==> config.mk <==
export PLATFORM = sky130hd
export DESIGN_NAME = eth_rx_cam_cfg_ctrl_flat
export DESIGN_NICKNAME = d
export VERILOG_FILES = /design/src/rtl/eth_rx_cfg_pkg.sv /design/src/rtl/eth_rx_cam_cfg_ctrl_if.sv /design/src/rtl/eth_rx_cam_cfg_datap.sv /design/src/rtl/eth_rx_cam_cfg_ctrl.sv /design/src/flat_wrapper.sv
export SDC_FILE = /design/constraint.sdc
export NUM_CORES = 1
export LEC_CHECK = 0
export ABC_CLOCK_PERIOD_IN_PS = 1900
export BUFFER_PORTS_ARGS = -buffer_cell sky130_fd_sc_hd__clkbuf_2
export CORE_AREA = 4 4 421 423
export DETAILED_ROUTE_END_ITERATION = 16
export DIE_AREA = 0 0 425 427
export PLACE_DENSITY = 0.3
export SETUP_SLACK_MARGIN = 0.4
export SYNTH_ARGS = -nofsm -noshare
export SYNTH_HDL_FRONTEND = slang
export SYNTH_SLANG_ARGS = --single-unit
==> constraint.sdc <==
create_clock -name clk -period 1.9 [get_ports clk]
set_input_delay 0.095 -clock clk [delete_from_list [all_inputs] [get_ports clk]]
set_output_delay 0.095 -clock clk [all_outputs]
set_load 0.05 [all_outputs]
==> src/rtl/eth_rx_cfg_pkg.sv <==
// Shared types for the eth RX steering-CAM configuration controller:
// FSM states, message type codes, op/status encodings and the packed
// layouts of the header and body flits (both sit at the MSB end of a flit).
package eth_rx_cfg_pkg;

    // Field widths baked into the flit layouts below.
    localparam int XY_W_P       = 4;
    localparam int ETH_TYPE_W_P = 16;

    localparam logic [7:0] MSG_CFG = 8'h30;
    localparam logic [7:0] MSG_ACK = 8'h31;

    typedef enum logic [2:0] {
        ST_RX_HDR  = 3'd0,
        ST_DRAIN   = 3'd1,
        ST_RX_BODY = 3'd2,
        ST_CAM_WR  = 3'd3,
        ST_TX_ACK  = 3'd4
    } state_e;

    typedef enum logic [1:0] {
        OP_BAD0  = 2'b00,
        OP_WRITE = 2'b01,
        OP_INVAL = 2'b10,
        OP_BAD3  = 2'b11
    } op_e;

    typedef enum logic [1:0] {
        STS_OK      = 2'b00,
        STS_BAD_MSG = 2'b01,
        STS_BAD_OP  = 2'b10,
        STS_BAD_IDX = 2'b11
    } status_e;

    typedef struct packed {
        logic [XY_W_P-1:0] dst_x;
        logic [XY_W_P-1:0] dst_y;
        logic [XY_W_P-1:0] src_x;
        logic [XY_W_P-1:0] src_y;
        logic [7:0]        msg_len;
        logic [7:0]        msg_type;
    } hdr_t;

    typedef struct packed {
        op_e                     op;
        logic [7:0]              idx;
        logic [ETH_TYPE_W_P-1:0] tag;
        logic [XY_W_P-1:0]       dst_x;
        logic [XY_W_P-1:0]       dst_y;
    } body_t;

    localparam int HDR_W  = $bits(hdr_t);
    localparam int BODY_W = $bits(body_t);

    function automatic logic op_valid(input op_e op);
        return (op == OP_WRITE) || (op == OP_INVAL);
    endfunction

endpackage

==> src/rtl/eth_rx_cam_cfg_ctrl_if.sv <==
// Bus bundle between the noc0 config port, the ack return port and the
// CAM write port.
//   slave  : the controller (consumes config flits, produces acks/CAM writes)
//   master : the environment (noc0 router, RX lookup, CAM)
interface eth_rx_cam_cfg_ctrl_if #(
    parameter int NOC_DATA_W = 512,
    parameter int XY_W       = 4,
    parameter int ETH_TYPE_W = 16,
    parameter int IDX_W      = 3
);
    logic                  noc0_ctovr_cfg_val;
    logic [NOC_DATA_W-1:0] noc0_ctovr_cfg_data;
    logic                  cfg_noc0_ctovr_rdy;
    logic                  cfg_noc0_vrtoc_val;
    logic [NOC_DATA_W-1:0] cfg_noc0_vrtoc_data;
    logic                  noc0_vrtoc_cfg_rdy;
    logic                  rd_cam_val;
    logic                  cfg_cam_wr_val;
    logic                  cfg_cam_wr_clear;
    logic [IDX_W-1:0]      cfg_cam_wr_idx;
    logic [ETH_TYPE_W-1:0] cfg_cam_wr_tag;
    logic [2*XY_W-1:0]     cfg_cam_wr_data;
    logic [15:0]           cfg_wr_count;

    modport slave (
        input  noc0_ctovr_cfg_val, noc0_ctovr_cfg_data, noc0_vrtoc_cfg_rdy, rd_cam_val,
        output cfg_noc0_ctovr_rdy, cfg_noc0_vrtoc_val, cfg_noc0_vrtoc_data,
               cfg_cam_wr_val, cfg_cam_wr_clear, cfg_cam_wr_idx, cfg_cam_wr_tag,
               cfg_cam_wr_data, cfg_wr_count
    );

    modport master (
        output noc0_ctovr_cfg_val, noc0_ctovr_cfg_data, noc0_vrtoc_cfg_rdy, rd_cam_val,
        input  cfg_noc0_ctovr_rdy, cfg_noc0_vrtoc_val, cfg_noc0_vrtoc_data,
               cfg_cam_wr_val, cfg_cam_wr_clear, cfg_cam_wr_idx, cfg_cam_wr_tag,
               cfg_cam_wr_data, cfg_wr_count
    );

endinterface

==> src/rtl/eth_rx_cam_cfg_datap.sv <==
// Datapath of the CAM config controller: latches the header source and the
// body fields, holds the ack status, assembles the ack flit and keeps the
// count of completed CAM operations.
// Ports:
//   clk, rst_n            clock, async active-low reset
//   hdr_ld, src_*_in      latch sender coordinates from an accepted header
//   body_ld, *_in         latch op/idx/tag/dst from an accepted body flit
//   status_ld, status_in  latch the ack status
//   cnt_inc               a CAM write strobe fired this cycle
//   ack_en                ack flit is being presented (zero otherwise)
//   cam_wr_*              held CAM write fields
//   ack_data              assembled ack flit
//   wr_count              completed CAM ops, wraps at 16 bits
module eth_rx_cam_cfg_datap
    import eth_rx_cfg_pkg::*;
#(
    parameter int NOC_DATA_W = 512,
    parameter int XY_W       = 4,
    parameter int ETH_TYPE_W = 16,
    parameter int IDX_W      = 3,
    parameter int SRC_X      = -1,
    parameter int SRC_Y      = -1
) (
    input  logic                  clk,
    input  logic                  rst_n,
    input  logic                  hdr_ld,
    input  logic [XY_W-1:0]       src_x_in,
    input  logic [XY_W-1:0]       src_y_in,
    input  logic                  body_ld,
    input  op_e                   op_in,
    input  logic [IDX_W-1:0]      idx_in,
    input  logic [ETH_TYPE_W-1:0] tag_in,
    input  logic [2*XY_W-1:0]     dst_in,
    input  logic                  status_ld,
    input  status_e               status_in,
    input  logic                  cnt_inc,
    input  logic                  ack_en,
    output logic                  cam_wr_clear,
    output logic [IDX_W-1:0]      cam_wr_idx,
    output logic [ETH_TYPE_W-1:0] cam_wr_tag,
    output logic [2*XY_W-1:0]     cam_wr_data,
    output logic [NOC_DATA_W-1:0] ack_data,
    output logic [15:0]           wr_count
);

    localparam logic [XY_W-1:0] SRC_X_L = XY_W'(SRC_X);
    localparam logic [XY_W-1:0] SRC_Y_L = XY_W'(SRC_Y);

    logic [XY_W-1:0]       src_x_q;
    logic [XY_W-1:0]       src_y_q;
    op_e                   op_q;
    logic [IDX_W-1:0]      idx_q;
    logic [ETH_TYPE_W-1:0] tag_q;
    logic [2*XY_W-1:0]     dst_q;
    status_e               status_q;
    logic [15:0]           wr_count_q;
    hdr_t                  ack_hdr;

    always_ff @(posedge clk or negedge rst_n) begin
        if (!rst_n) begin
            src_x_q    <= '0;
            src_y_q    <= '0;
            op_q       <= OP_BAD0;
            idx_q      <= '0;
            tag_q      <= '0;
            dst_q      <= '0;
            status_q   <= STS_OK;
            wr_count_q <= '0;
        end else begin
            if (hdr_ld) begin
                src_x_q <= src_x_in;
                src_y_q <= src_y_in;
            end
            if (body_ld) begin
                op_q  <= op_in;
                idx_q <= idx_in;
                tag_q <= tag_in;
                dst_q <= dst_in;
            end
            if (status_ld) begin
                status_q <= status_in;
            end
            if (cnt_inc) begin
                wr_count_q <= wr_count_q + 16'd1;
            end
        end
    end

    assign cam_wr_clear = (op_q == OP_INVAL);
    assign cam_wr_idx   = idx_q;
    assign cam_wr_tag   = tag_q;
    assign cam_wr_data  = dst_q;
    assign wr_count     = wr_count_q;

    // The ack goes back to whoever sent the config message. The flit is
    // forced to zero when not presented so the port idles at 0.
    always_comb begin
        ack_hdr = '{dst_x: src_x_q, dst_y: src_y_q, src_x: SRC_X_L, src_y: SRC_Y_L,
                    msg_len: 8'd0, msg_type: MSG_ACK};
        ack_data = '0;
        if (ack_en) begin
            ack_data[NOC_DATA_W-1 -: HDR_W] = ack_hdr;
            ack_data[1:0]                   = status_q;
        end
    end

endmodule

==> src/rtl/eth_rx_cam_cfg_ctrl.sv <==
// EtherType steering CAM configuration controller. Accepts one config
// message at a time from noc0, turns it into a CAM write or invalidate that
// yields to live RX lookups, and answers every message with a one-flit ack.
// Ports:
//   clk, rst_n  clock, async active-low reset
//   bus         slave side of eth_rx_cam_cfg_ctrl_if (config in, ack out,
//               RX lookup busy in, CAM write port and op counter out)
//
// state      | meaning
// -----------+-------------------------------------------------------
// ST_RX_HDR  | idle, waiting for a message header
// ST_DRAIN   | discarding body flits of a rejected message
// ST_RX_BODY | waiting for the single body flit of a CFG message
// ST_CAM_WR  | write pending, held off while the RX lookup owns the CAM
// ST_TX_ACK  | ack flit presented until noc0 accepts it
module eth_rx_cam_cfg_ctrl
    import eth_rx_cfg_pkg::*;
#(
    parameter int SRC_X       = -1,
    parameter int SRC_Y       = -1,
    parameter int NOC_DATA_W  = 512,
    parameter int XY_W        = 4,
    parameter int ETH_TYPE_W  = 16,
    parameter int NUM_ENTRIES = 8
) (
    input logic                  clk,
    input logic                  rst_n,
    eth_rx_cam_cfg_ctrl_if.slave bus
);

    localparam int IDX_W = $clog2(NUM_ENTRIES);

    state_e     state_q, state_d;
    logic       run_q;
    logic [7:0] drain_q, drain_d;
    hdr_t       hdr_in;
    body_t      body_in;
    logic       rdy;
    logic       accept;
    logic       wr_fire;
    logic       ack_en;
    logic       hdr_ld;
    logic       body_ld;
    logic       status_ld;
    status_e    status_d;
    logic       unused_bits;

    assign hdr_in  = hdr_t'(bus.noc0_ctovr_cfg_data[NOC_DATA_W-1 -: HDR_W]);
    assign body_in = body_t'(bus.noc0_ctovr_cfg_data[NOC_DATA_W-1 -: BODY_W]);
    assign unused_bits = ^{hdr_in.dst_x, hdr_in.dst_y,
                           bus.noc0_ctovr_cfg_data[NOC_DATA_W-BODY_W-1:0]};

    // run_q keeps rdy low while reset is asserted so every output idles at 0.
    assign rdy = run_q && ((state_q == ST_RX_HDR) || (state_q == ST_DRAIN) ||
                           (state_q == ST_RX_BODY));
    assign accept = bus.noc0_ctovr_cfg_val && rdy;

    always_ff @(posedge clk or negedge rst_n) begin
        if (!rst_n) begin
            state_q <= ST_RX_HDR;
            run_q   <= 1'b0;
            drain_q <= '0;
        end else begin
            state_q <= state_d;
            run_q   <= 1'b1;
            drain_q <= drain_d;
        end
    end

    always_comb begin
        state_d   = state_q;
        drain_d   = drain_q;
        wr_fire   = 1'b0;
        ack_en    = 1'b0;
        hdr_ld    = 1'b0;
        body_ld   = 1'b0;
        status_ld = 1'b0;
        status_d  = STS_OK;
        case (state_q)
            ST_RX_HDR: begin
                if (accept) begin
                    hdr_ld = 1'b1;
                    if ((hdr_in.msg_type == MSG_CFG) && (hdr_in.msg_len == 8'd1)) begin
                        state_d = ST_RX_BODY;
                    end else begin
                        status_ld = 1'b1;
                        status_d  = STS_BAD_MSG;
                        if (hdr_in.msg_len == 8'd0) begin
                            state_d = ST_TX_ACK;
                        end else begin
                            drain_d = hdr_in.msg_len;
                            state_d = ST_DRAIN;
                        end
                    end
                end
            end
            ST_DRAIN: begin
                if (accept) begin
                    drain_d = drain_q - 8'd1;
                    if (drain_q == 8'd1) begin
                        state_d = ST_TX_ACK;
                    end
                end
            end
            ST_RX_BODY: begin
                if (accept) begin
                    body_ld = 1'b1;
                    if (!op_valid(body_in.op)) begin
                        status_ld = 1'b1;
                        status_d  = STS_BAD_OP;
                        state_d   = ST_TX_ACK;
                    end else if (32'(body_in.idx) >= NUM_ENTRIES) begin
                        status_ld = 1'b1;
                        status_d  = STS_BAD_IDX;
                        state_d   = ST_TX_ACK;
                    end else begin
                        state_d = ST_CAM_WR;
                    end
                end
            end
            ST_CAM_WR: begin
                // The RX lookup always wins; the write simply waits.
                wr_fire = !bus.rd_cam_val;
                if (wr_fire) begin
                    status_ld = 1'b1;
                    status_d  = STS_OK;
                    state_d   = ST_TX_ACK;
                end
            end
            ST_TX_ACK: begin
                ack_en = 1'b1;
                if (bus.noc0_vrtoc_cfg_rdy) begin
                    state_d = ST_RX_HDR;
                end
            end
            default: begin
                state_d = ST_RX_HDR;
            end
        endcase
    end

    assign bus.cfg_noc0_ctovr_rdy = rdy;
    assign bus.cfg_noc0_vrtoc_val = ack_en;
    assign bus.cfg_cam_wr_val     = wr_fire;

    eth_rx_cam_cfg_datap #(
        .NOC_DATA_W (NOC_DATA_W),
        .XY_W       (XY_W),
        .ETH_TYPE_W (ETH_TYPE_W),
        .IDX_W      (IDX_W),
        .SRC_X      (SRC_X),
        .SRC_Y      (SRC_Y)
    ) u_datap (
        .clk          (clk),
        .rst_n        (rst_n),
        .hdr_ld       (hdr_ld),
        .src_x_in     (hdr_in.src_x),
        .src_y_in     (hdr_in.src_y),
        .body_ld      (body_ld),
        .op_in        (body_in.op),
        .idx_in       (body_in.idx[IDX_W-1:0]),
        .tag_in       (body_in.tag),
        .dst_in       ({body_in.dst_x, body_in.dst_y}),
        .status_ld    (status_ld),
        .status_in    (status_d),
        .cnt_inc      (wr_fire),
        .ack_en       (ack_en),
        .cam_wr_clear (bus.cfg_cam_wr_clear),
        .cam_wr_idx   (bus.cfg_cam_wr_idx),
        .cam_wr_tag   (bus.cfg_cam_wr_tag),
        .cam_wr_data  (bus.cfg_cam_wr_data),
        .ack_data     (bus.cfg_noc0_vrtoc_data),
        .wr_count     (bus.cfg_wr_count)
    );

endmodule

==> src/flat_wrapper.sv <==
// flat-port wrapper written by rule: the top's interface ports become plain ports
module eth_rx_cam_cfg_ctrl_flat import eth_rx_cfg_pkg::*;
#(
    parameter int SRC_X       = -1,
    parameter int SRC_Y       = -1,
    parameter int NOC_DATA_W  = 512,
    parameter int XY_W        = 4,
    parameter int ETH_TYPE_W  = 16,
    parameter int NUM_ENTRIES = 8
)
  (clk, rst_n, bus_noc0_ctovr_cfg_val, bus_noc0_ctovr_cfg_data, bus_noc0_vrtoc_cfg_rdy, bus_rd_cam_val, bus_cfg_noc0_ctovr_rdy, bus_cfg_noc0_vrtoc_val, bus_cfg_noc0_vrtoc_data, bus_cfg_cam_wr_val, bus_cfg_cam_wr_clear, bus_cfg_cam_wr_idx, bus_cfg_cam_wr_tag, bus_cfg_cam_wr_data, bus_cfg_wr_count);
  eth_rx_cam_cfg_ctrl_if #(.NOC_DATA_W(NOC_DATA_W), .XY_W(XY_W), .ETH_TYPE_W(ETH_TYPE_W)) bus_i ();
  input logic clk;
  input logic rst_n;
  input wire logic [$bits(bus_i.noc0_ctovr_cfg_val)-1:0] bus_noc0_ctovr_cfg_val;
  input wire logic [$bits(bus_i.noc0_ctovr_cfg_data)-1:0] bus_noc0_ctovr_cfg_data;
  input wire logic [$bits(bus_i.noc0_vrtoc_cfg_rdy)-1:0] bus_noc0_vrtoc_cfg_rdy;
  input wire logic [$bits(bus_i.rd_cam_val)-1:0] bus_rd_cam_val;
  output wire logic [$bits(bus_i.cfg_noc0_ctovr_rdy)-1:0] bus_cfg_noc0_ctovr_rdy;
  output wire logic [$bits(bus_i.cfg_noc0_vrtoc_val)-1:0] bus_cfg_noc0_vrtoc_val;
  output wire logic [$bits(bus_i.cfg_noc0_vrtoc_data)-1:0] bus_cfg_noc0_vrtoc_data;
  output wire logic [$bits(bus_i.cfg_cam_wr_val)-1:0] bus_cfg_cam_wr_val;
  output wire logic [$bits(bus_i.cfg_cam_wr_clear)-1:0] bus_cfg_cam_wr_clear;
  output wire logic [$bits(bus_i.cfg_cam_wr_idx)-1:0] bus_cfg_cam_wr_idx;
  output wire logic [$bits(bus_i.cfg_cam_wr_tag)-1:0] bus_cfg_cam_wr_tag;
  output wire logic [$bits(bus_i.cfg_cam_wr_data)-1:0] bus_cfg_cam_wr_data;
  output wire logic [$bits(bus_i.cfg_wr_count)-1:0] bus_cfg_wr_count;
  assign bus_i.noc0_ctovr_cfg_val = bus_noc0_ctovr_cfg_val;
  assign bus_i.noc0_ctovr_cfg_data = bus_noc0_ctovr_cfg_data;
  assign bus_i.noc0_vrtoc_cfg_rdy = bus_noc0_vrtoc_cfg_rdy;
  assign bus_i.rd_cam_val = bus_rd_cam_val;
  assign bus_cfg_noc0_ctovr_rdy = bus_i.cfg_noc0_ctovr_rdy;
  assign bus_cfg_noc0_vrtoc_val = bus_i.cfg_noc0_vrtoc_val;
  assign bus_cfg_noc0_vrtoc_data = bus_i.cfg_noc0_vrtoc_data;
  assign bus_cfg_cam_wr_val = bus_i.cfg_cam_wr_val;
  assign bus_cfg_cam_wr_clear = bus_i.cfg_cam_wr_clear;
  assign bus_cfg_cam_wr_idx = bus_i.cfg_cam_wr_idx;
  assign bus_cfg_cam_wr_tag = bus_i.cfg_cam_wr_tag;
  assign bus_cfg_cam_wr_data = bus_i.cfg_cam_wr_data;
  assign bus_cfg_wr_count = bus_i.cfg_wr_count;
  eth_rx_cam_cfg_ctrl #(.SRC_X(SRC_X), .SRC_Y(SRC_Y), .NOC_DATA_W(NOC_DATA_W), .XY_W(XY_W), .ETH_TYPE_W(ETH_TYPE_W), .NUM_ENTRIES(NUM_ENTRIES)) u_core (.clk(clk), .rst_n(rst_n), .bus(bus_i));
endmodule
==> metrics.txt, run 1 <==
vias per std cell between 1 and 1.5; pins over their slew limit 0; Critical Path AT roughly 1.9 ns; clock latency on the worst-skew pair 0.39 ns; achievable clock frequency 0.5126 GHz; clock tree from TritonCTS done; number of enable flip-flop cells after synthesis 0; via count of the first global-routing pass between 3000 and 4000; core region area about 170000 um2; proportion of register bits with asynchronous set or reset after synthesis between 90% and 100%; clock-pin slew on the worst setup and hold paths about 0.07 ns; dpl hpwl between 15 and 20 mm; worst-case setup slack after placement -0.01827 ns; final count of negative-setup-slack endpoints 18; type of destination of the critical path output pin; status complete, but fails checks; unrepaired setup endpoints after global routing yes; final count of hold timing violations 0; Final Cell Area between 10000 and 15000 um2; maximum number of buffers from clock root to sink 2; number of design-rule violations left by the first detailed-router iteration 80; path class of the lowest-slack min-delay path input pin to register; Die Ht roughly 430 um; clock root buffer master clkbuf_16; Hold Slack ~0.062 ns; shortest clock period the worst path allows after layout 1.951 ns; synthesized netlist cell count approximately 770; final worst-path setup slack -0.05086 ns; Period Utilization, post-route 102.7%; P&R area growth vs syn 50.40%; count of nets after finishing around 1500; static leakage approximately 4.5 nW; total power draw ~8 mW; H-tree levels 3; Total Wirelength 20.92 mm; Slowest-stage cell, CP dfrtp_1; most frequent standard cell in the layout excluding fill and tap cells conb_1; Remaining DRCs 0; critical path startpoint category register; required time of the critical path between 1.5 and 2 ns; IO Count between 1000 and 1500; maximum number of pins on one net before global-route repair 36; ordered list of cells on the worst path buf_12 > or3b_4 > clkinv_4 > buf_12 > buf_16 > buf_12; cell seen most often among critical-path stages buf_12; category of cells accounting for the largest share of critical-path delay buffers and inverters; routed length per instance between 6 and 7 um; maximum capacitance violations 0; number of input and output port buffers inserted between 100 and 150; Total Routing Usage GR 2.067%; sum of negative setup slack -0.5823 ns; CTS sink count 67; width of the die between 400 and 500 um; Max-slew headroom 61.32%; count of yosys warnings during synthesis 0; proportion of netlist area held by the largest area contributor 54.64%; average cell area after synthesis between 9 and 10 um2; count of nets left with antenna violations after detail routing 0; global placement routability congestion around 0.62; fraction of the yosys area taken by sequential cells between 20 and 25%; Total Die Area about 180000 um2; post-synth design cell area slightly below 7000 um2; antenna violations before repair 5; highest cell delay on the worst timing path just over 0.4 ns; leftover overflow at the end of global routing 0; CP bufs+invs 5; number of distinct library cells after synthesis 49; initial standard-cell utilization of the core under 10%; P per Cell Area 753.9 nW/um2; top flip-flop cell by instance count after synthesis dfrtp_1; via count of the routed design around 3900; leading area contributor after synthesis buf_4; Max rail drop VDD ~0.42 mV; biggest fanout along the worst timing path 8; worst setup path category register to output pin; share of layout cells above drive strength 1 30.23%; ranking of synthesized cells by area buf_4, dfrtp_1, mux2_2; post-placement cell area slightly above 9000 um2; count of TritonRoute iterations in the first routing pass 6; clk_skew ~0.012 ns; Yosys reg bits 67; number of clock buffers inserted by TritonCTS 9; number of placement rows approximately 150; commonest cells after routing, fill and taps aside conb_1, clkbuf_2, dfrtp_1, mux2_4, buf_4; slew at the pin closest to its max-slew limit just under 0.6 ns; wire length of the first global-routing pass approximately 26 mm; failing checks setup timing
[flip-flops by register name (all words and copies together) (netlist names)]
name,flops
u_core.u_datap.cam_wr_tag,16
u_core.u_datap.wr_count,16
u_core.drain_q,8
u_core.u_datap.cam_wr_data,8
u_core.u_datap.src_x_q,4
u_core.u_datap.src_y_q,4
u_core.state_q,3
u_core.u_datap.cam_wr_idx,3
u_core.u_datap.op_q,2
u_core.u_datap.status_q,2
u_core.run_q,1
[metal layers]
metal	share of wire (%)	track usage [%]
met5	0.062	0
met4	1.9	0.9298
met3	4.9	0.6074
met2	63	4.034
met1	31	1.979
[metrics by stage]
step / util [%] / cells
floorplan: - / 1258
global placement: 5.216 / 3206
detailed placement: 5.216 / 3206
CTS: 5.873 / 3264
global route: 6.001 / 3271
finish: 6.004 / 3273
[synthesized netlist by cell type, drive strengths merged (5+ instances only)]
master / instances
buf: 509
inv: 7
and2: 12
xor2: 6
o21ai: 16
xnor2: 10
clkbuf: 5
mux2: 40
and3: 6
nand2: 13
nand3: 5
dfrtp: 67
nor2: 18
a21oi: 9
nor4: 5
[final timing paths]
| check | startpoint | endpoint | slack (ns) | depth (start not counted) |
|---|---|---|---|---|
| worst max-delay path | u_core.state_q[1] | bus_cfg_noc0_vrtoc_data[501] | -0.05 | 6 |
| worst min-delay path | bus_noc0_ctovr_cfg_data[495] | u_core.u_datap.cam_wr_tag[9] | 0.06 | 2 |
| worst max register to register | u_core.state_q[1] | u_core.state_q[1] | -0.02 | 8 |
| worst min register to register | u_core.u_datap.wr_count[15] | u_core.u_datap.wr_count[15] | 0.47 | 1 |
| max in group asynchronous | rst_n | u_core.state_q[0] | 1.07 | 3 |
| min in group asynchronous | rst_n | u_core.u_datap.cam_wr_idx[2] | 0.20 | 2 |
[layout make-up]
cell class	instances	area, um2
sequential	67	1679
inverter	7	31.28
fill	20500	163000
tap	2325	2909
clock buffer	9	225.2
antenna	2	5.005
multi-input combinational	670	3665
timing repair buffer	186	1817
clock inverter	7	82.58
[repair_timing]
action,4_1_cts,5_1_grt
gates cloned,3,0
hold endpoints to repair,58,0
buffers inserted,16,7
resized for setup,97,42
hold buffers,23,0
pin swaps,14,18
setup endpoints to repair,88,90
[power breakdown]
| group | switching, mW | internal, mW |
|---|---|---|
| sequential | 0.213 | 1.62 |
| combinational | 3.04 | 1.04 |
| clock | 0.907 | 1.04 |
| total | 4.16 | 3.69 |
[kinds of logic after synthesis]
family	synth area share, %
muxes	6.505
other	0.1085
AOI/OAI and AO/OA	3.849
xor gates and xnor gates	2.024
adders and majority gates	0.5422
and+or+nand+nor	6.939
DFF	24.21
buffers and inverters	55.82
(Power assumes the default switching activity.)
==> inputs of run 2 (changes only) <==
--- a/config.mk
+++ b/config.mk
@@ -7,11 +7,13 @@
 export LEC_CHECK = 0
 export ABC_CLOCK_PERIOD_IN_PS = 1900
 export BUFFER_PORTS_ARGS = -buffer_cell sky130_fd_sc_hd__clkbuf_2
-export CORE_AREA = 4 4 421 423
+export CORE_AREA = 4 4 422 424
 export DETAILED_ROUTE_END_ITERATION = 16
-export DIE_AREA = 0 0 425 427
+export DIE_AREA = 0 0 426 428
+export GPL_ROUTABILITY_DRIVEN = 1
 export PLACE_DENSITY = 0.3
 export SETUP_SLACK_MARGIN = 0.4
 export SYNTH_ARGS = -nofsm -noshare
 export SYNTH_HDL_FRONTEND = slang
+export SYNTH_HIERARCHICAL = 1
 export SYNTH_SLANG_ARGS = --single-unit
==> metrics.txt, run 2 <==
status finished clean; worst setup path category register to output pin; routed length per instance 7.279 um (+14%); H-tree levels 3 (unchanged); clock latency on the worst-skew pair 0.38 ns (about the same); via count of the first global-routing pass 3610 (+6.0%); pins over their slew limit 0 (unchanged); number of design-rule violations left by the first detailed-router iteration 79 (-1.3%); sum of negative setup slack 0 ns (+0.5823 ns); count of nets after finishing 1452 (-0.62%); antenna violations before repair 10 (+5); vias per std cell 1.204 (+1.6%); maximum number of buffers from clock root to sink 2 (unchanged); achievable clock frequency 0.5414 GHz (+5.6%); Total Routing Usage GR 2.449% (+0.38 points); Min-Delay Path Depth 2 (unchanged); Die Ht 428 um (+0.23%); fraction of the yosys area taken by sequential cells 24.05% (-0.17 points); maximum capacitance violations 0 (unchanged); destination of the worst register-to-register timing path u_core/state_q[0]; most frequent standard cell in the layout excluding fill and tap cells conb_1; static leakage 4.309 nW (-3.8%); commonest cells after routing, fill and taps aside conb_1, clkbuf_2, dfrtp_1, mux2_4, buf_6; number of enable flip-flop cells after synthesis 0 (unchanged); unrepaired setup endpoints after global routing yes; CTS sink count 67 (unchanged); via count of the routed design 3927 (+1.3%); terminating pin of the worst hold path u_core/u_datap/cam_wr_tag[11]; clock root buffer master clkbuf_16; dpl hpwl 20.10 mm (+15%); slew at the pin closest to its max-slew limit 0.4865 ns (-0.09364 ns); ranking of synthesized cells by area buf_4, dfrtp_1, mux2_2; most instantiated cells after synthesis buf_4, dfrtp_1, mux2_2, nand2_1, and2_1; cell depth of the worst flop-to-flop path 5 (-3); critical path startpoint category register; total power draw 8.188 mW (+4.3%); post-synthesis mux area share 6.999% (+0.49 points); top flip-flop cell by instance count after synthesis dfrtp_1; adder and majority gate portion of the synthesized area 0.5384% (-0.0037 points); maximum number of pins on one net before global-route repair 48 (+33%); synthesized netlist cell count 766 (-0.26%); number of distinct library cells after synthesis 51 (+4.1%); P&R area growth vs syn 47.81%; most numerous cell in the Yosys netlist buf_4; count of TritonRoute iterations in the first routing pass 4 (-2); core region area 173800 um2 (+0.22%); leading area contributor after synthesis buf_4; Period Utilization, post-route 97.22% (-5.5 points); number of clock buffers inserted by TritonCTS 9 (unchanged); proportion of register bits with asynchronous set or reset after synthesis 100.0% (unchanged); Hold Slack 0.04016 ns (-0.02202 ns); number of input and output port buffers inserted 106 (unchanged); post-synth design cell area 6972 um2 (+0.69%); proportion of netlist area held by the largest area contributor 54.06% (-0.59 points); Max-slew headroom 67.12% (+5.8 points); biggest fanout along the worst timing path 22 (+14); register-to-register setup slack 0.09 ns (+0.11 ns); clock-pin slew on the worst setup and hold paths 0.06 ns (about the same); shortest clock period the worst path allows after layout 1.847 ns (-0.1037 ns); Max rail drop VDD 0.4455 mV (+6.2%); fraction of the mapped netlist area in compound gates 3.877% (+0.028 points); Total Die Area 182300 um2 (+0.47%); Critical Path AT 1.75 ns (-0.11 ns); IO Count 1076 (unchanged); final count of hold timing violations 0 (unchanged); clk_skew 0.01126 ns (-0.0005453 ns); average cell area after synthesis 9.101 um2 (+0.95%); final count of negative-setup-slack endpoints 0 (-18); Post-Layout Cell Count 3262 (-0.34%); combinational family with the most area after synthesis buffers and inverters; Yosys reg bits 67 (unchanged); synthesized-area fraction occupied by and/or/nand/nor cells 6.963% (+0.024 points); count of nets left with antenna violations after detail routing 0 (unchanged); start of the worst register-to-register path u_core/state_q[0]; initial standard-cell utilization of the core 4.011% (+0.019 points); P per Cell Area 794.6 nW/um2 (+5.4%); Final Cell Area 10300 um2 (-1.0%); Remaining DRCs 0 (unchanged); width of the die 426 um (+0.24%); post-placement cell area 8999 um2 (-0.54%); wire length of the first global-routing pass 30.57 mm (+19%); Total Wirelength 23.74 mm (+14%); path class of the lowest-slack min-delay path input pin to register; count of yosys warnings during synthesis 6 (+6); number of placement rows 153 (unchanged); leftover overflow at the end of global routing 0 (unchanged); share of layout cells above drive strength 1 30.45% (+0.22 points); required time of the critical path 1.80 ns (about the same); fraction of synthesized cell area in xor and xnor cells 2.010% (-0.014 points); type of destination of the critical path output pin; global placement routability congestion 0.6507 (+4.3%); min-delay src bus_noc0_ctovr_cfg_data[497]; clock tree from TritonCTS done; Cells after DPL 3210 (+0.12%)
run 2: layout make-up:
class | instances | area [um2]
repair buffers | 177 | 1574
fillers | 20650 | 163500
diodes | 1 | 2.502
multi-input cells | 668 | 3759
clock buffers | 9 | 225.2
flip-flops and latches | 67 | 1679
inverters | 9 | 41.29
clock inverters | 6 | 115.1
well taps | 2325 | 2909
run 2: how the worst max path moves through the flow:
stage / startpoint / endpoint / slack [ns]
floorplan: u_core/state_q[0] / u_core/state_q[0] / -0.15
global placement: bus_noc0_ctovr_cfg_data[493] / u_core/u_datap/status_q[0] / -0.27
detailed placement: bus_noc0_ctovr_cfg_data[493] / u_core/state_q[1] / -0.23
CTS: u_core/state_q[1] / bus_cfg_noc0_vrtoc_data[509] / -0.07
global route: u_core/state_q[1] / bus_cfg_noc0_vrtoc_data[507] / -0.08
finish: u_core/state_q[0] / bus_cfg_noc0_vrtoc_data[509] / 0.05
run 2: per-layer routing:
metal,part of all wire [%],routed length (um),global-route usage (%),vias up
met4,2.1,493,1.069,8
met2,63,14990,5.168,141
met5,0.21,50,0,-
met3,6.1,1454,0.7695,30
li1,-,-,-,1815
met1,28,6754,1.994,1933
run 2: metrics by stage:
step | worst slack [ns] | utilization (%)
global route | -0.07897 | 5.927
detailed placement | -0.2276 | 5.177
CTS | -0.07230 | 5.730
global placement | -0.2689 | 5.177
floorplan | -0.1510 | -
finish | 0.05286 | 5.928
run 2: repair_timing:
item,4_1_cts,5_1_grt
hold buffers,15,0
endpoints found under the hold margin,37,0
gates cloned,2,0
buffers inserted,8,11
pin swaps,16,15
endpoints found under the setup margin,85,89
gates resized for setup,82,64
run 2: critical path, stage by stage (launching register included):
cell	delay, ns
dfrtp_2	0.43
buf_6	0.14
nor3b_4	0.22
buf_12	0.20
and2_4	0.19
buf_12	0.14
run 2: cell families after synthesis:
logic type,Yosys count
compound gates,35
simple gates,79
flops,67
buf+inv,521
fa+ha+maj,3
mux,43
other cells,2
xor+xnor,16
run 2: where the power goes:
group          switching (mW)  total [mW]  internal [mW]
Combinational            3.23        4.34           1.11
Sequential              0.143        1.77           1.63
Clock                   0.800        2.08           1.28
Total                    4.17        8.19           4.01
